$ cat src/rtl/jump_sequencer_if.sv
// Handshake bundle between keyboard decode, jump_sequencer and the blocks datapath.
// master drives the requests, slave (the sequencer) drives the commands and layers.
interface jump_sequencer_if;
    logic        module_en;
    logic        one_ms_tick;
    logic        key_left;
    logic        key_right;
    logic        jump_fail;
    logic        jump_left;
    logic        jump_right;
    logic        load_layer;
    logic [0:6]  layer_map_out;
    logic [0:6]  block_type_out;
    logic        busy;
    logic [15:0] score;

    modport master (
        output module_en, one_ms_tick, key_left, key_right, jump_fail,
        input  jump_left, jump_right, load_layer,
        input  layer_map_out, block_type_out, busy, score
    );

    modport slave (
        input  module_en, one_ms_tick, key_left, key_right, jump_fail,
        output jump_left, jump_right, load_layer,
        output layer_map_out, block_type_out, busy, score
    );
endinterface

$ cat src/rtl/jump_sequencer.sv
// Jump sequencer: initial layer fill, jump pulses with fresh layers, animation lockout.
// Optional score counter enabled by defining JUMP_SEQ_SCORE_EN.
module jump_sequencer #(
    parameter int unsigned ANIM_MS    = 200,
    parameter int unsigned NUM_LAYERS = 5,
    parameter int unsigned INIT_GAP   = 4,
    parameter logic [15:0] LFSR_SEED  = 16'hACE1
) (
    input  logic           clk,
    input  logic           rst,
    jump_sequencer_if.slave bus
);

    localparam int CW = $clog2(ANIM_MS + 2);
    localparam int GW = $clog2(INIT_GAP + 1);
    localparam int FW = $clog2(NUM_LAYERS + 2);

    typedef enum logic [2:0] {
        IDLE, INIT, READY, JUMP, ANIM, FAIL
    } state_t;

    state_t        state, state_n;
    logic [15:0]   lfsr;
    logic          fb;
    logic [2:0]    pc, pc_n;
    logic [0:6]    map_q, type_q, map_n, type_n;
    logic          ld_q, jl_q, jr_q;
    logic          ld_n, jl_n, jr_n;
    logic          en_q;
    logic [CW-1:0] cnt, cnt_n;
    logic [GW-1:0] gap, gap_n;
    logic [FW-1:0] fill, fill_n;
    logic          pend_v, pend_v_n;
    logic          pend_l, pend_l_n;
    logic          clr;
    logic          gen;
    logic          req;
    logic          anim_done;

    assign fb  = lfsr[15] ^ lfsr[13] ^ lfsr[12] ^ lfsr[10];
    assign req = bus.key_left ^ bus.key_right;
    assign gen = ld_n | jl_n | jr_n;

    assign anim_done = (cnt == '0) ||
                       (bus.one_ms_tick && cnt == CW'(1));

    // Next layer: path column walks one step, its block forced safe.
    always_comb begin
        if (pc == 3'd0)
            pc_n = 3'd1;
        else if (pc == 3'd6)
            pc_n = 3'd5;
        else if (lfsr[0])
            pc_n = pc - 3'd1;
        else
            pc_n = pc + 3'd1;
        map_n          = lfsr[7:1];
        map_n[pc_n]    = 1'b1;
        type_n         = lfsr[14:8];
        type_n[pc_n]   = 1'b1;
    end

    always_comb begin
        state_n  = state;
        cnt_n    = cnt;
        gap_n    = gap;
        fill_n   = fill;
        pend_v_n = pend_v;
        pend_l_n = pend_l;
        ld_n     = 1'b0;
        jl_n     = 1'b0;
        jr_n     = 1'b0;
        clr      = 1'b0;
        if (!bus.module_en) begin
            state_n  = IDLE;
            pend_v_n = 1'b0;
            clr      = 1'b1;
        end else if (state != IDLE && bus.jump_fail) begin
            state_n = FAIL;
        end else begin
            unique case (state)
                IDLE: begin
                    if (!en_q) begin
                        state_n = INIT;
                        fill_n  = FW'(1);
                        gap_n   = '0;
                        ld_n    = 1'b1;
                    end
                end
                INIT: begin
                    if (fill == FW'(NUM_LAYERS)) begin
                        state_n = READY;
                    end else if (gap == GW'(INIT_GAP - 1)) begin
                        ld_n   = 1'b1;
                        fill_n = fill + 1'b1;
                        gap_n  = '0;
                    end else begin
                        gap_n = gap + 1'b1;
                    end
                end
                READY: begin
                    if (req) begin
                        state_n = JUMP;
                        jl_n    = bus.key_left;
                        jr_n    = bus.key_right;
                    end
                end
                JUMP: begin
                    state_n = ANIM;
                    cnt_n   = CW'(ANIM_MS);
                end
                ANIM: begin
                    if (bus.one_ms_tick && cnt != '0)
                        cnt_n = cnt - 1'b1;
                    if (anim_done) begin
                        if (pend_v) begin
                            state_n  = JUMP;
                            jl_n     = pend_l;
                            jr_n     = ~pend_l;
                            pend_v_n = 1'b0;
                        end else if (req) begin
                            state_n = JUMP;
                            jl_n    = bus.key_left;
                            jr_n    = bus.key_right;
                        end else begin
                            state_n = READY;
                        end
                    end else if (req && !pend_v) begin
                        pend_v_n = 1'b1;
                        pend_l_n = bus.key_left;
                    end
                end
                FAIL: begin
                    state_n = FAIL;
                end
                default: begin
                    state_n = IDLE;
                end
            endcase
        end
    end

    always_ff @(posedge clk or negedge rst) begin
        if (!rst) begin
            state  <= IDLE;
            lfsr   <= LFSR_SEED;
            pc     <= 3'd5;
            map_q  <= '0;
            type_q <= '0;
            ld_q   <= 1'b0;
            jl_q   <= 1'b0;
            jr_q   <= 1'b0;
            en_q   <= 1'b0;
            cnt    <= '0;
            gap    <= '0;
            fill   <= '0;
            pend_v <= 1'b0;
            pend_l <= 1'b0;
        end else begin
            state  <= state_n;
            en_q   <= bus.module_en;
            cnt    <= cnt_n;
            gap    <= gap_n;
            fill   <= fill_n;
            pend_v <= pend_v_n;
            pend_l <= pend_l_n;
            ld_q   <= ld_n;
            jl_q   <= jl_n;
            jr_q   <= jr_n;
            if (bus.module_en)
                lfsr <= {lfsr[14:0], fb};
            if (clr) begin
                map_q  <= '0;
                type_q <= '0;
            end else if (gen) begin
                pc     <= pc_n;
                map_q  <= map_n;
                type_q <= type_n;
            end
        end
    end

    assign bus.load_layer     = ld_q;
    assign bus.jump_left      = jl_q;
    assign bus.jump_right     = jr_q;
    assign bus.layer_map_out  = map_q;
    assign bus.block_type_out = type_q;
    // IDLE is quiescent like reset, so busy only covers active states.
    assign bus.busy = (state != READY) && (state != IDLE);

`ifdef JUMP_SEQ_SCORE_EN
    logic [15:0] score_q;
    logic        init_go;
    logic        scored;

    assign init_go = (state == IDLE) && bus.module_en && !en_q;
    assign scored  = (state == JUMP) && bus.module_en && !bus.jump_fail;

    always_ff @(posedge clk or negedge rst) begin
        if (!rst)
            score_q <= '0;
        else if (init_go)
            score_q <= '0;
        else if (scored && score_q != 16'hFFFF)
            score_q <= score_q + 16'd1;
    end

    assign bus.score = score_q;
`else
    assign bus.score = 16'h0000;
`endif

endmodule

$ cat src/flat_wrapper.sv
// flat-port wrapper written by rule: the top's interface ports become plain ports
module jump_sequencer_flat 
#(
    parameter int unsigned ANIM_MS    = 200,
    parameter int unsigned NUM_LAYERS = 5,
    parameter int unsigned INIT_GAP   = 4,
    parameter logic [15:0] LFSR_SEED  = 16'hACE1
)
  (clk, rst, bus_module_en, bus_one_ms_tick, bus_key_left, bus_key_right, bus_jump_fail, bus_jump_left, bus_jump_right, bus_load_layer, bus_layer_map_out, bus_block_type_out, bus_busy, bus_score);
  jump_sequencer_if bus_i ();
  input  logic clk;
  input  logic rst;
  input wire logic [$bits(bus_i.module_en)-1:0] bus_module_en;
  input wire logic [$bits(bus_i.one_ms_tick)-1:0] bus_one_ms_tick;
  input wire logic [$bits(bus_i.key_left)-1:0] bus_key_left;
  input wire logic [$bits(bus_i.key_right)-1:0] bus_key_right;
  input wire logic [$bits(bus_i.jump_fail)-1:0] bus_jump_fail;
  output wire logic [$bits(bus_i.jump_left)-1:0] bus_jump_left;
  output wire logic [$bits(bus_i.jump_right)-1:0] bus_jump_right;
  output wire logic [$bits(bus_i.load_layer)-1:0] bus_load_layer;
  output wire logic [$bits(bus_i.layer_map_out)-1:0] bus_layer_map_out;
  output wire logic [$bits(bus_i.block_type_out)-1:0] bus_block_type_out;
  output wire logic [$bits(bus_i.busy)-1:0] bus_busy;
  output wire logic [$bits(bus_i.score)-1:0] bus_score;
  assign bus_i.module_en = bus_module_en;
  assign bus_i.one_ms_tick = bus_one_ms_tick;
  assign bus_i.key_left = bus_key_left;
  assign bus_i.key_right = bus_key_right;
  assign bus_i.jump_fail = bus_jump_fail;
  assign bus_jump_left = bus_i.jump_left;
  assign bus_jump_right = bus_i.jump_right;
  assign bus_load_layer = bus_i.load_layer;
  assign bus_layer_map_out = bus_i.layer_map_out;
  assign bus_block_type_out = bus_i.block_type_out;
  assign bus_busy = bus_i.busy;
  assign bus_score = bus_i.score;
  jump_sequencer #(.ANIM_MS(ANIM_MS), .NUM_LAYERS(NUM_LAYERS), .INIT_GAP(INIT_GAP), .LFSR_SEED(LFSR_SEED)) u_core (.clk(clk), .rst(rst), .bus(bus_i));
endmodule
$ cat config.mk
export PLATFORM = sky130hd
export DESIGN_NAME = jump_sequencer_flat
export DESIGN_NICKNAME = d
export VERILOG_FILES = /design/src/rtl/jump_sequencer_if.sv /design/src/rtl/jump_sequencer.sv /design/src/flat_wrapper.sv
export SDC_FILE = /design/constraint.sdc
export NUM_CORES = 1
export LEC_CHECK = 0
export CAP_MARGIN = 20
export CELL_PAD_IN_SITES_DETAIL_PLACEMENT = 1
export CELL_PAD_IN_SITES_GLOBAL_PLACEMENT = 2
export CORE_MARGIN = 8
export CORE_UTILIZATION = 25
export DETAILED_ROUTE_END_ITERATION = 16
export PLACE_DENSITY = 0.59
export SYNTH_ARGS = -nofsm -noshare
export SYNTH_HDL_FRONTEND = slang
export SYNTH_SLANG_ARGS = --single-unit
export TNS_END_PERCENT = 30
$ cat constraint.sdc
create_clock -name clk -period 2.5 [get_ports clk]
set_input_delay 0.5 -clock clk [delete_from_list [all_inputs] [get_ports clk]]
set_output_delay 0.5 -clock clk [all_outputs]
set_load 0.05 [all_outputs]
# --- After elaboration in Yosys (flattened, before gate mapping) ---
# Cells that the tools add are included.
op_classes:
  eq_ne: 22
  order_cmp: 2
  addsub: 5
  n_reduce_logical: 22
  muxes: 50
  n_bitwise: 12
ops:
  columns: ["cell", "n"]
  rows:
  - ["$mux 3", 15]
  - ["$mux 7", 4]
  - ["$mux 1", 22]
  - ["$pmux 3 s6", 1]
  - ["$pmux 8 s2", 1]
  - ["$or 7x7->7", 2]
  - ["$eq 3x3->1 const B", 4]
  - ["$ne 4x2->1 const B", 3]
  - ["$pmux 3 s2", 2]
  - ["$reduce_and 5->1", 2]
  - ["$add 3x1->3 const B", 3]
  - ["$eq 3x2->1 const B", 3]
  - ["$eq 8x1->1 const B", 1]
  - ["$logic_not 8->1", 1]
  - ["$mux 8", 1]
  - ["$ne 2x1->1 const B", 4]
  - ["$reduce_and 4->1", 2]
  - ["$reduce_bool 8->1", 1]
  - ["$sub 8x1->8 const B", 1]
  - ["$logic_and 1x1->1", 6]
  - ["$logic_not 3->1", 2]
  - ["$ne 2x2->1 const B", 3]
  - ["$pmux 1 s2", 3]
  - ["$reduce_and 6->1", 1]
  - ["18 further kinds", 25]
word_totals:
  inputBits: 7
  reg_bits: 56
  elab_cells: 127

# --- Longest topological paths before layout ---
logic_depth:
  depth_word: 12
  ltp_mapped: 9
  mapped_depth_nobuf: 8

# --- Worst setup path before layout ---
# Ideal clock, no wire load.
synth_path:
  path_type: "reg2reg"
  start: "register u_core.pc[0]"
  end: "register u_core.map_q (netlist bit u_core.bus.layer_map_out[3])"
  setup_slack_ns: 0.133
  path_stages_with_launch: 9
  period_less_slack_ns: 2.367
  n_path_buf: 1
  setup_time_ns: 0.079
  arrival_time_ns: 2.287
  cell_sequence: "dfstp_2 -> clkbuf_1 -> inv_1 -> fa_1 -> xnor2_1 -> or3_1 -> a211oi_1 -> nor2_1 -> mux2i_1"
synth_between:
  elab_chain_cells: 12
synth_lines:
  columns: ["item", "line", "text"]
  rows:
  - ["start: declaration", "jump_sequencer.sv:25", "logic [2:0] pc, pc_n;"]
  - ["start signal: assignment", "jump_sequencer.sv:176", "pc <= pc_n;"]
  - ["$add 3x1->3 or $sub 3x1->3 (tied branches)", "jump_sequencer.sv:56, jump_sequencer.sv:54", null]
  - ["$mux 3", "jump_sequencer.sv:53", "else if (lfsr[0])"]
  - ["$mux 3", "jump_sequencer.sv:51", "else if (pc == 3'd6)"]
  - ["$mux 3 *", "jump_sequencer.sv:49", "if (pc == 3'd0)"]
  - ["$not 3->4 (implied by the code) *", "jump_sequencer.sv:58", "map_n[pc_n] = 1'b1;"]
  - ["$ge 4x4->1 (implied by the code) or $lt 4x1->1 (tied branches)", "jump_sequencer.sv:58", null]
  - ["$logic_and 1x1->1 (implied by the code)", "jump_sequencer.sv:58", null]
  - ["$mux 1 (implied by the code)", "jump_sequencer.sv:58", null]
  - ["$demux 1 s3 *", "jump_sequencer.sv:58", null]
  - ["$or 7x7->7 (no line) *", null, null]
  - ["$mux 7 *", "jump_sequencer.sv:175", "end else if (gen) begin"]
  - ["$mux 7 *", "jump_sequencer.sv:172", "if (clr) begin"]
  - ["end signal: assignment", "jump_sequencer.sv:177", "map_q <= map_n;"]
  - ["end: declaration", "jump_sequencer.sv:26", "logic [0:6] map_q, type_q, map_n, type_n;"]
# Every way passes the cells marked *; elsewhere a longest branch is shown, timed or not. The select of a mux whose other input is x is not followed.
# A chain may end at the register's enable or synchronous reset.

# --- Final worst setup path ---
layout_path:
  start: "register u_core.lfsr[0]"
  end: "register u_core.map_q (netlist bit u_core.bus.layer_map_out[3])"
layout_between:
  elab_chain_cells: 11
layout_lines:
  columns: ["item", "line", "text"]
  rows:
  - ["start: declaration", "jump_sequencer.sv:23", "logic [15:0] lfsr;"]
  - ["start signal: assignment", "jump_sequencer.sv:171", "lfsr <= {lfsr[14:0], fb};"]
  - ["$mux 3 *", "jump_sequencer.sv:53", null]
  - ["$mux 3 *", "jump_sequencer.sv:51", null]
  - ["$mux 3 *", "jump_sequencer.sv:49", null]
  - ["$not 3->4 (implied by the code) *", "jump_sequencer.sv:58", null]
  - ["$ge 4x4->1 (implied by the code) or $lt 4x1->1 (tied branches)", "jump_sequencer.sv:58", null]
  - ["$logic_and 1x1->1 (implied by the code)", "jump_sequencer.sv:58", null]
  - ["$mux 1 (implied by the code)", "jump_sequencer.sv:58", null]
  - ["$demux 1 s3 *", "jump_sequencer.sv:58", null]
  - ["$or 7x7->7 (no line) *", null, null]
  - ["$mux 7 *", "jump_sequencer.sv:175", null]
  - ["$mux 7 *", "jump_sequencer.sv:172", null]
# Marks and branches as above.

==> impl_metrics.ini <==
[synthesis]
synth.distinct_cells = 53
ys_warn_count = 0
yosys-top-cells-count = dfrtp_1 (46), nand2_1 (32), nor2_1 (31)
synth_edf_count = 0
synth_area_leader_cell = dfrtp_1
netlist_area_sq_mm = 0.00308
yosysSeqAreaShare = 0.458
ys_top_cells_by_area = dfrtp_1 (37%), dfstp_2 (8.5%), mux2_2 (6.2%)
synth.most_common_cell = dfrtp_1
yosysTopAreaCellShare = 0.373
syn_avg_cell_area_sq_um = 10.1
ys_ff_latch = 56
netlist_instances = 304
synthArstFlopShare = 1.00
synth_ff_type = dfrtp_1

[layout]
nNetsFinal = 355
fillers = 1392
instances_no_fill = 487
area_growth_pct = 19.2
drive_gt1_frac = 0.182
diodes = 0

[drt]
wl_met1_um = 3490
ant_nets = 0
viasPerCell = 4.63
routed.top_layer = met4
drc_errors = 0
dr.first_iter.drc_count = 131
wl_um = 7590
wl_per_cell_um = 15.6
drt_pre_antenna_iters = 4
wl_met2_um = 3800
wl_met3_um = 223
num_vias = 2254

[timing]
clock_skew_ns = 0.00604
drv_slew = 0
final.period_utilization = 0.925
max_slew_margin = 0.505
min_period_ns = 2.31
setup_violations = 0
final_hold_viol_count = 0
clock.fmax_mhz = 433
rsz0062_at_grt = no
setup-tns-final_ns = 0
tightest_slew_ns = 0.743

[clocking]
cts_tree = done
clockBufferDepth = 2
root_buffer = clkbuf_16
cts.sink_count = 56
clk_latency_ns = 0.29
htreeDepth = 2
cts_buffers = 5
clk_pin_slew_ns = 0.08
ctsHoldBuffers = 0

[placement]
dp_hpwl_um = 5470
numPortBuffers = 24
place.gp.congestion = 0.711
placedCellCount = 479

[setup_path]
reg2reg_to = u_core.bus.layer_map_out[3]
regToRegStartpoint = u_core.lfsr[0]
start_kind = flop
reg2reg_depth = 8
arrival_ns = 2.54
cp.required_ns = 2.72
end_kind = flop
r2r_slack_ns = 0.19
critPathKind = flop to flop
crit_fanout = 5

[power_and_ir_drop]
p_per_area_mw_per_mm2 = 1340
power.combinational.fraction = 0.503
intPower_mw = 2.74
pwr-share-clk = 0.148
p_switching_mw = 2.20
netSwitchingFraction = 0.446
ir_drop_mv = 0.464
p_seq_frac = 0.350
p_leak_nw = 1.65

[die]
io_pins = 41
start_util = 0.257
core.rowCount = 40
die-width_um = 127
die_area_sq_mm = 0.0161
die_h_um = 127
core_sq_mm = 0.0120

[grt]
grt_max_degree = 57
grt-ovfl-total = 0
grt_pass1_wl_um = 13000
grt_pass1_vias = 2456
antenna_found_initial = 0
grt_usage = 0.0983

[outcome]
outcome = finished clean

[worst_hold_path]
hp-class = primary input to async pin

[flow_run]
max_cap_viol_count = 0
==> per-stage QoR <==
stage | total power, mW | setup slack, ns | utilization | hold WS, ns | area (sq um)
after floorplan | 3.43 | 0.133 | - | 0.204 | 3140
after global placement | 4.23 | 0.150 | 0.293 | 0.479 | 3520
after detailed placement | 4.25 | 0.0943 | 0.293 | 0.481 | 3520
after CTS | 5.03 | 0.0411 | 0.305 | 0.394 | 3670
after global routing | 5.35 | 0.0432 | 0.306 | 0.423 | 3680
final | 4.94 | 0.188 | 0.306 | 0.350 | 3680
==> kinds of logic (layout without fill, tap and decap cells) <==
kind of cell	Yosys count	count (layout)	share of synthesized area
other	1	16	0.00122
AO/OA/AOI/OAI	51	51	0.120
AND/OR/NAND/NOR	94	94	0.143
XOR/XNOR	12	12	0.0341
multiplexers	36	36	0.125
buffers and inverters	45	66	0.0799
flip-flops	56	56	0.458
adder cells (fa/ha/maj)	9	9	0.0389
==> how the worst max path moves through the flow <==
stage	start	end	slack [ns]	cells after the start
3_3_place_gp	bus_one_ms_tick	u_core.pc[2]	0.15	7
2_1_floorplan	u_core.pc[0]	u_core.bus.layer_map_out[3]	0.13	8
6_report	u_core.lfsr[0]	u_core.bus.layer_map_out[3]	0.19	8
3_5_place_dp	bus_key_right	u_core.bus.block_type_out[2]	0.09	8
4_1_cts	u_core.state[0]	bus_busy	0.04	3
5_1_grt	u_core.lfsr[0]	u_core.bus.block_type_out[3]	0.04	8
==> layer usage <==
layer,up-vias,global-route usage
met5,-,0
met4,0,0.0294
met3,4,0.0245
met2,26,0.168
met1,1132,0.119
li1,1092,-
==> worst max-delay path, stage by stage, from the launching register on <==
cell and delay, ns:
dfstp_2 0.60, inv_1 0.07, fa_1 0.41, xnor2_1 0.22, or3_1 0.36, a211oi_2 0.26
buf_4 0.17, nor2_1 0.04, mux2i_1 0.11
==> cells in the final DEF (no fill, tap or decap), types with 2 or more instances in the layout <==
master and count:
dfrtp_1 46, nand2_1 32, nor2_1 31, clkdlybuf4s50_1 22, mux2i_1 17, mux2_2 17, buf_4 17, inv_1 16
conb_1 16, a21oi_1 13, dfstp_2 10, o21ai_0 9, xnor2_1 8, ha_1 8, nor3_1 6, o31ai_1 5
nand3_1 5, clkbuf_16 5, xor2_1 4, and2_1 3, nor2b_1 3, nand4_1 3, a31oi_1 3, nor3b_1 2
o21a_1 2, or3_1 2, o2111ai_1 2, o41ai_1 2, mux2_1 2
==> registers in the layout (all words and copies together) (netlist names), 3 cells and up <==
| name | cells |
|---|---|
| u_core.bus.layer_map_out | 7 |
| u_core.lfsr | 16 |
| u_core.gap | 3 |
| u_core.pc | 3 |
| u_core.cnt | 8 |
| u_core.bus.block_type_out | 7 |
| u_core.fill | 3 |
| u_core.state | 3 |
==> area by class of cell <==
class	count	area, sq um	area share
timing repair buffer	42	385	0.105
clock inverter	3	22.5	0.00613
tap	147	184	0.0500
clock buffer	5	125	0.0340
multi-input combinational	218	1490	0.404
sequential	56	1410	0.385
inverter	16	60.1	0.0163
==> power by group through the flow <==
stage / Sequential (mW) / Combinational, mW / Clock (mW)
after detailed placement: 1.75 / 2.50 / 0
after floorplan: 1.94 / 1.49 / 0
after global placement: 1.74 / 2.49 / 0
final: 1.73 / 2.48 / 0.729
after global routing: 1.81 / 2.75 / 0.792
after CTS: 1.74 / 2.53 / 0.771
==> repair_timing <==
item,in CTS,in global routing
setup endpoints to repair,0,3
buffers inserted,0,0
resized for setup,0,2
No activity file was read; power rests on OpenSTA's default activity.
